File: config.mk
export PLATFORM = sky130hd
export DESIGN_NAME = scan_rx_tag_chip
export DESIGN_NICKNAME = d
export VERILOG_FILES = /design/src/rtl/scan_rx_tag_chip.sv
export SDC_FILE = /design/constraint.sdc
export NUM_CORES = 1
export LEC_CHECK = 0
export CORE_MARGIN = 2
export CORE_UTILIZATION = 35
export DETAILED_ROUTE_END_ITERATION = 16
export HOLD_SLACK_MARGIN = 0.08
export PLACE_DENSITY = 0.64
export SLEW_MARGIN = 5
export SYNTH_ARGS = -nofsm -noshare
export SYNTH_HDL_FRONTEND = slang
export SYNTH_SLANG_ARGS = --single-unit
File: constraint.sdc
create_clock -name clk -period 6.87 [get_ports clk]
set_clock_uncertainty 0.15 [all_clocks]
set_input_delay 1.0305 -clock clk [delete_from_list [all_inputs] [get_ports clk]]
set_output_delay 1.0305 -clock clk [all_outputs]
set_load 0.03 [all_outputs]
File: src/rtl/scan_rx_tag_chip.sv
// Receive side of the tag-chip scan interface: resynchronises the front-panel scan pins,
// deserialises the two-phase shifted hop code and qualifies each load by length and sequence.
module scan_rx_tag_chip #(
    parameter int TX_BITS_WIDTH = 128,
    parameter int BIT_CNT_WIDTH = 8,
    parameter int NTX_BITS      = 78,
    parameter int HOP_CNT_WIDTH = 7,
    parameter int TO_WIDTH      = 16,
    parameter int TIMEOUT       = 4096
) (
    input  logic                     clk,
    input  logic                     reset_n,
    input  logic                     scan_id,
    input  logic                     scan_phi,
    input  logic                     scan_phi_bar,
    input  logic                     scan_data_in,
    input  logic                     scan_load_chip,
    input  logic                     clr_err,
    output logic [TX_BITS_WIDTH-1:0] data_out,
    output logic                     data_valid,
    output logic                     chain_id,
    output logic [BIT_CNT_WIDTH-1:0] nbits_cnt,
    output logic [HOP_CNT_WIDTH-1:0] nloads,
    output logic                     len_err,
    output logic                     seq_err,
    output logic                     ovl_err,
    output logic                     err_sticky
);

    localparam int ID   = 4;
    localparam int PHI  = 3;
    localparam int PHIB = 2;
    localparam int DATA = 1;
    localparam int LOAD = 0;

    localparam logic [BIT_CNT_WIDTH-1:0] NBITS_FULL = BIT_CNT_WIDTH'(NTX_BITS);
    localparam logic [BIT_CNT_WIDTH-1:0] NBITS_SAT  = '1;
    localparam logic [TO_WIDTH-1:0]      TO_LIMIT   = TO_WIDTH'(TIMEOUT);

    typedef enum logic [1:0] {
        IDLE  = 2'd0,
        CAPT  = 2'd1,
        GAP   = 2'd2,
        SHIFT = 2'd3
    } state_t;

    state_t state;
    state_t state_next;

    logic [4:0]               pins;
    logic [4:0]               meta;
    logic [4:0]               sync;
    logic [4:0]               dly;
    logic [TX_BITS_WIDTH-1:0] sreg;
    logic                     master;
    logic [TO_WIDTH-1:0]      to_cnt;
    logic                     sreg_unused;

    logic phi_rise, phi_fall, phib_rise, phib_fall, load_rise, any_edge, ovl_evt;
    logic do_capture, do_shift, do_accept, do_len, do_seq, do_ovl, frame_clr;

    assign pins = {scan_id, scan_phi, scan_phi_bar, scan_data_in, scan_load_chip};

    always_ff @(posedge clk or negedge reset_n) begin
        if (!reset_n) begin
            meta <= '0;
            sync <= '0;
            dly  <= '0;
        end else begin
            meta <= pins;
            sync <= meta;
            dly  <= sync;
        end
    end

    assign phi_rise  = sync[PHI]  & ~dly[PHI];
    assign phi_fall  = ~sync[PHI] &  dly[PHI];
    assign phib_rise = sync[PHIB] & ~dly[PHIB];
    assign phib_fall = ~sync[PHIB] & dly[PHIB];
    assign load_rise = sync[LOAD] & ~dly[LOAD];
    assign any_edge  = |(sync ^ dly);
    // Overlap is reported once when it begins, not on every cycle it persists
    assign ovl_evt   = sync[PHI] & sync[PHIB] & ~(dly[PHI] & dly[PHIB]);

    always_comb begin
        state_next = state;
        do_capture = 1'b0;
        do_shift   = 1'b0;
        do_accept  = 1'b0;
        do_len     = 1'b0;
        do_seq     = 1'b0;
        do_ovl     = 1'b0;
        frame_clr  = 1'b0;
        if (ovl_evt) begin
            do_ovl     = 1'b1;
            state_next = IDLE;
        end else if (load_rise) begin
            frame_clr  = 1'b1;
            state_next = IDLE;
            if (state == IDLE) begin
                if (nbits_cnt == NBITS_FULL) do_accept = 1'b1;
                else                         do_len    = 1'b1;
            end else begin
                do_seq = 1'b1;
            end
        end else begin
            case (state)
                IDLE: begin
                    if (phi_rise) begin
                        state_next = CAPT;
                        do_capture = 1'b1;
                    end else if (phib_rise) begin
                        do_seq = 1'b1;
                    end
                end
                CAPT: begin
                    if (phi_fall) state_next = GAP;
                end
                GAP: begin
                    if (phib_rise) begin
                        state_next = SHIFT;
                        do_shift   = 1'b1;
                    end else if (phi_rise) begin
                        do_seq     = 1'b1;
                        state_next = IDLE;
                    end
                end
                SHIFT: begin
                    if (phib_fall) state_next = IDLE;
                end
                default: state_next = IDLE;
            endcase
            // A stalled partial frame is silently abandoned
            if ((to_cnt == TO_LIMIT) && (nbits_cnt != '0)) begin
                frame_clr  = 1'b1;
                state_next = IDLE;
            end
        end
    end

    always_ff @(posedge clk or negedge reset_n) begin
        if (!reset_n) begin
            state      <= IDLE;
            master     <= 1'b0;
            sreg       <= '0;
            to_cnt     <= '0;
            nbits_cnt  <= '0;
            data_out   <= '0;
            chain_id   <= 1'b0;
            nloads     <= '0;
            data_valid <= 1'b0;
            len_err    <= 1'b0;
            seq_err    <= 1'b0;
            ovl_err    <= 1'b0;
            err_sticky <= 1'b0;
        end else begin
            state      <= state_next;
            data_valid <= do_accept;
            len_err    <= do_len;
            seq_err    <= do_seq;
            ovl_err    <= do_ovl;
            if (do_capture) master <= sync[DATA];
            if (do_shift)   sreg   <= {sreg[TX_BITS_WIDTH-2:0], master};
            if (any_edge)              to_cnt <= '0;
            else if (to_cnt != TO_LIMIT) to_cnt <= to_cnt + 1'b1;
            if (frame_clr) begin
                nbits_cnt <= '0;
            end else if (do_shift && (nbits_cnt != NBITS_SAT)) begin
                nbits_cnt <= nbits_cnt + 1'b1;
            end
            if (do_accept) begin
                data_out <= TX_BITS_WIDTH'(sreg[NTX_BITS-1:0]);
                chain_id <= sync[ID];
                nloads   <= nloads + 1'b1;
            end
            if (do_len || do_seq || do_ovl) err_sticky <= 1'b1;
            else if (clr_err)               err_sticky <= 1'b0;
        end
    end

    assign sreg_unused = sreg[TX_BITS_WIDTH-1];

endmodule

==> results.json, run 1 <==
{
  "track_usage_pct": 12.0,
  "ys_dominant_reg_cell": "dfrtp_1",
  "peakVddDrop_mv": 0.157,
  "slew_violations": 0,
  "ctsHtreeMaxLevel": 1,
  "dieArea_sq_um": 26000,
  "crit_path_max_fanout": 58,
  "ys_seq_elements": 211,
  "start_util_pct": 35.6,
  "fin_crit_sh_pct": 47.1,
  "async_flop_share_pct": 100,
  "clk_pin_slew_ns": 0.06,
  "wire_per_inst_um": 14.3,
  "pwr-share-seq_pct": 47.8,
  "whs_ns": 0.195,
  "power_density_nw_per_um2": 249,
  "met2WireLength_mm": 6.87,
  "die-height_um": 161,
  "vias_per_cell": 4.53,
  "ys_top_cells_by_count": "dfrtp_1, mux2_2, buf_4",
  "row_count": 57,
  "setup.worst_path.start_class": "register",
  "met1Wirelength_mm": 6.89,
  "drcViolationCount": 0,
  "crit_end": "sreg[68]",
  "synth_area_per_cell_sq_um": 14.2,
  "grt_max_degree": 80,
  "max-clock-path-buffers": 3,
  "drtPass1Iterations": 4,
  "cts_tree": "built",
  "num_vias": 4829,
  "syn-cell-area_sq_um": 8640,
  "die_w_um": 161,
  "synth_edf_count": 0,
  "grt_pass1_wl_mm": 25.6,
  "wl_met3_mm": 1.16,
  "synth_top_area_share_pct": 61.1,
  "reg2reg_depth": 6,
  "synth.area.top_cells": "dfrtp_1, mux2_2, buf_4, ha_1, xor2_1",
  "netlist_instances": 609,
  "timing.rr.end": "sreg[68]",
  "dp.cells": 1021,
  "critPathRequiredTime_ns": 7.11,
  "rsz0062_at_grt": "no",
  "grt_pass1_vias": 4967,
  "post_synth_num_cell_types": 40,
  "period_needed_ns": 3.23,
  "net-switching-power_mw": 0.583,
  "yosysWarnings": 0,
  "final_net_count": 744,
  "worst_slew_pin_slew_ns": 1.07,
  "r2r-start": "dly[2]",
  "fmax_mhz": 309,
  "p_clk_share_pct": 48.1,
  "crit_arrival_ns": 3.47,
  "antenna_found_initial": 0,
  "comb_power_share_pct": 4.1,
  "overflow": 0,
  "port-buffer-count": 106,
  "drive_gt1_share_pct": 27.8,
  "tns_ns": 0,
  "cts_resized": 0,
  "postRouteAntennaNets": 0,
  "cp-end-kind": "register",
  "hpwl_mm": 9.59,
  "cts_setup_buffers": 0,
  "wl_mm": 15.2,
  "areaGrowthSynthToFinish_pct": 23.5,
  "clkSinkCount": 211,
  "crit_start": "dly[2]",
  "clkLatencyLatePin_ns": 0.51,
  "fin_cells": 1065,
  "root_buffer": "clkbuf_16",
  "finalSetupViolations": 0,
  "drt_iter0_drc": 115,
  "hp-class": "reg2reg",
  "globalplace.congestion": 0.765,
  "synth.most_common_cell": "dfrtp_1",
  "cts_buffers": 24,
  "p_int_mw": 2.07,
  "swShare_pct": 22.0,
  "yosys.area.top_type": "dfrtp_1",
  "top_layer": "met4",
  "synth_seq_area_share_pct": 61.1,
  "p_leak_nw": 5.07,
  "cts_hold_buf": 0,
  "slew-limit-headroom_pct": 28.2,
  "regToRegSetupSlack_ns": 3.64,
  "diodes": 0,
  "timing.max_cap.violations": 0,
  "finalHoldViolations": 0,
  "num_io_pins": 157,
  "status": "completed",
  "critPathKind": "reg2reg",
  "core_area_sq_um": 24200
}
==> cell families (layout without fill, tap and decap cells) <==
family                     count (synthesis)  after routing  synth area share, %
AOI/OAI and AO/OA                         23             23                 1.74
xor gates and xnor gates                  24             24                 2.43
adders and majority gates                 13             13                 1.88
buffers and inverters                     84            167                 6.23
DFF                                      211            211                 61.1
muxes                                    160            160                 20.8
other                                      1             50               0.0434
and+or+nand+nor                           93             93                 5.69
==> cell type report <==
class,instances,area (sq um)
sequential,211,5280
clock inverter,6,57.6
fill,2233,13600
inverter,12,45.0
clock buffer,38,754
multi-input combinational,363,3020
timing repair buffer,111,1100
tap,324,405
==> power by group through the flow <==
| stage | Sequential [mW] | Clock (mW) | Combinational, mW |
|---|---|---|---|
| 4_1_cts | 1.27 | 1.33 | 0.113 |
| 2_1_floorplan | 1.29 | 0 | 0.0854 |
| 5_1_grt | 1.27 | 1.37 | 0.123 |
| 6_report | 1.27 | 1.27 | 0.110 |
| 3_3_place_gp | 1.29 | 0 | 0.112 |
| 3_5_place_dp | 1.29 | 0 | 0.112 |
==> registers in the layout, indices dropped and copies added (netlist names), 2 cells and up <==
signal,cells
to_cnt,16
state,2
dly,5
meta,5
nbits_cnt,8
sync,5
nloads,7
sreg,78
data_out,78
==> per-stage QoR <==
step                      total power, mW  area [sq um]  setup slack (ns)  utilization (%)
after floorplan                      1.38          8820              4.52                -
after global placement               1.40          9850              3.64             40.6
after detailed placement             1.40          9850              3.63             40.6
after CTS                            2.70         10700              3.61             44.0
after global routing                 2.76         10700              3.37             44.0
final                                2.65         10700              3.64             44.0
==> metal layers <==
metal | global-route usage [%] | up-vias
met5 | 0 | -
met4 | 3.49 | 0
met3 | 4.21 | 24
met2 | 18.7 | 123
met1 | 15.8 | 2427
li1 | - | 2255
==> worst min-delay path by stage <==
stage	endpoint	slack [ns]	depth (start not counted)	startpoint
floorplan	sync[0]	0.18	0	meta[0]
global placement	sync[1]	0.18	0	meta[1]
detailed placement	sync[1]	0.19	0	meta[1]
CTS	sync[4]	0.20	0	meta[4]
global route	sync[2]	0.20	0	meta[2]
finish	sync[4]	0.20	0	meta[4]
==> cells in the final DEF (no fill, tap or decap), types with 2 or more instances in the layout <==
master / n
a211oi_1: 3
a21oi_1: 10
and2_1: 5
and3_1: 5
and4_1: 4
buf_4: 5
clkbuf_1: 5
clkbuf_16: 25
clkbuf_8: 8
clkdlybuf4s50_1: 105
clkinv_2: 4
conb_1: 50
dfrtp_1: 211
ha_1: 13
inv_1: 12
mux2_2: 159
nand2_1: 15
nand2b_1: 2
nand3_1: 7
nand3b_1: 3
nand4_1: 11
nor2_1: 26
nor3_1: 4
nor3b_1: 2
nor4_1: 3
o21ai_0: 2
or3_1: 2
xnor2_1: 8
xor2_1: 16
==> critical path: stages, from the launching register on <==
cell and delay (ns):
dfrtp_1 0.39, inv_1 0.08, ha_1 0.19, nand3b_1 0.17, a211oi_4 0.91, buf_4 0.74
mux2_2 0.41
No activity file was read; power rests on OpenSTA's default activity.
==> run 2, diff against run 1 <==
Settings changed: PLACE_DENSITY 0.64 to 0.66.
Clock period 6.87 ns to 2.65 ns, I/O delays scaled along.
==> results.json, run 2 (synthesized netlist as in run 1, its figures left out) <==
{
  "globalplace.congestion": 0.807,
  "ctsHtreeMaxLevel": 1,
  "path_cells": "inv_1 -> ha_1 -> nand4_1 -> nor4_1 -> nor3b_4 -> buf_12 -> buf_12 -> mux2_2",
  "cts_resized": 0,
  "rsz0062_at_grt": "no",
  "setup.worst_path.start_class": "register",
  "critPathKind": "reg2reg",
  "die_w_um": 161,
  "peakVddDrop_mv": 0.385,
  "tns_ns": 0,
  "cts_buffers": 23,
  "hp-class": "in2reg",
  "grt_pass1_wl_mm": 26.0,
  "hpwl_mm": 10.1,
  "regToRegSetupSlack_ns": 0.24,
  "cp_slowest_cell": "dfrtp_1",
  "drcViolationCount": 0,
  "start_util_pct": 35.6,
  "slew_violations": 0,
  "cp-end-kind": "register",
  "status": "completed",
  "crit_top_cell": "buf_12",
  "slowest_delay_ns": 0.41,
  "vias_per_cell": 4.59,
  "num_io_pins": 157,
  "areaGrowthSynthToFinish_pct": 25.1,
  "top_regs": "data_out: 78 flops, sreg: 78 flops, to_cnt: 16 flops",
  "die-height_um": 161,
  "crit_start": "nbits_cnt[0]",
  "finalHoldViolations": 0,
  "clkLatencyLatePin_ns": 0.51,
  "period_needed_ns": 2.41,
  "power_density_nw_per_um2": 623,
  "worst_slew_pin_slew_ns": 0.669,
  "core_area_sq_um": 24200,
  "timing.rr.end": "data_out[68]",
  "fmax_mhz": 414,
  "wl_mm": 15.3,
  "critPathRequiredTime_ns": 2.90,
  "final_cell_mix": "dfrtp_1, mux2_2, clkdlybuf4s50_1, conb_1, nor2_1",
  "crit_end": "data_out[68]",
  "final_common_cell": "dfrtp_1",
  "post_dp_cell_area_sq_um": 10000,
  "num_vias": 4930,
  "cts_tree": "built",
  "antenna_found_initial": 0,
  "clk_pin_slew_ns": 0.06,
  "reg2reg_depth": 8,
  "fin_area_sq_um": 10800,
  "grt_max_degree": 74,
  "crit_arrival_ns": 2.66,
  "drt_iter0_drc": 191,
  "root_buffer": "clkbuf_16",
  "clkSinkCount": 211,
  "dieArea_sq_um": 26000,
  "grt_pass1_vias": 5005,
  "diodes": 0,
  "timing.max_cap.violations": 0,
  "slew-limit-headroom_pct": 55.3,
  "drtPass1Iterations": 4,
  "r2r-start": "nbits_cnt[0]",
  "row_count": 57,
  "wire_per_inst_um": 14.2,
  "drive_gt1_share_pct": 28.8,
  "fin_crit_sh_pct": 91.1,
  "p_leak_nw": 5.14,
  "max-clock-path-buffers": 3,
  "crit_path_max_fanout": 25,
  "final_net_count": 757,
  "postRouteAntennaNets": 0,
  "finalSetupViolations": 0,
  "track_usage_pct": 12.1,
  "utilization_pct": 44.6,
  "overflow": 0,
  "port-buffer-count": 106
}
run 2: cell count changes in the layout (fill, tap and decap cells not counted):
cell / delta
dlygate4sd3_1: +1
clkbuf_1: -1
inv_16: +1
clkbuf_8: -5
buf_4: +5
clkinv_2: +2
clkbuf_16: -2
bufinv_16: +1
buf_12: +8
run 2: layer usage:
metal	GRT usage (%)	vias to the layer above	share of wire, %
met1	16.4	2491	46
met2	18.3	128	44
met4	3.98	0	2.5
met5	0	-	0
met3	4.11	33	7.7
li1	-	2278	-
run 2: worst min-delay path by stage:
stage	from	end	slack [ns]	cells after the start
finish	scan_phi	meta[3]	0.18	1
global route	scan_phi	meta[3]	0.16	1
CTS	scan_phi	meta[3]	0.16	1
detailed placement	meta[3]	sync[3]	0.19	0
global placement	meta[1]	sync[1]	0.18	0
floorplan	reset_n	chain_id	-0.05	0
run 2: layout make-up:
class | instances | area [sq um]
clock buffer | 30 | 632
inverter | 12 | 45.0
clock inverter | 10 | 118
sequential | 211 | 5280
timing repair buffer | 125 | 1310
multi-input combinational | 363 | 3020
tap | 324 | 405
fill | 2246 | 13400
run 2: what timing repair did:
item / 4_1_cts / 5_1_grt
buffers inserted: 0 / 0
hold buffers: 1 / 0
hold endpoints to repair: 67 / 0
run 2: critical path: cells and delay by family (launching register included):
| kind | cells | cell delay [ns] |
|---|---|---|
| simple gates | 3 | 0.69 |
| mux | 1 | 0.35 |
| buf+inv | 3 | 0.53 |
| fa+ha+maj | 1 | 0.16 |
| flops | 1 | 0.41 |
run 2: through the flow:
| step | power (mW) | cells | hold WS [ns] | worst slack, ns |
|---|---|---|---|---|
| 2_1_floorplan | 3.57 | 658 | -0.0481 | 0.302 |
| 3_3_place_gp | 3.64 | 1034 | 0.183 | 0.278 |
| 3_5_place_dp | 3.65 | 1034 | 0.187 | 0.269 |
| 4_1_cts | 6.84 | 1075 | 0.158 | 0.232 |
| 5_1_grt | 7.02 | 1075 | 0.165 | 0.0525 |
| 6_report | 6.73 | 1075 | 0.177 | 0.237 |
run 2: power breakdown:
| part | leakage, nW | internal (mW) | switching (mW) |
|---|---|---|---|
| clock network | 0.371 | 1.88 | 1.27 |
| registers | 2.91 | 3.26 | 0.0263 |
| logic | 1.86 | 0.0733 | 0.226 |
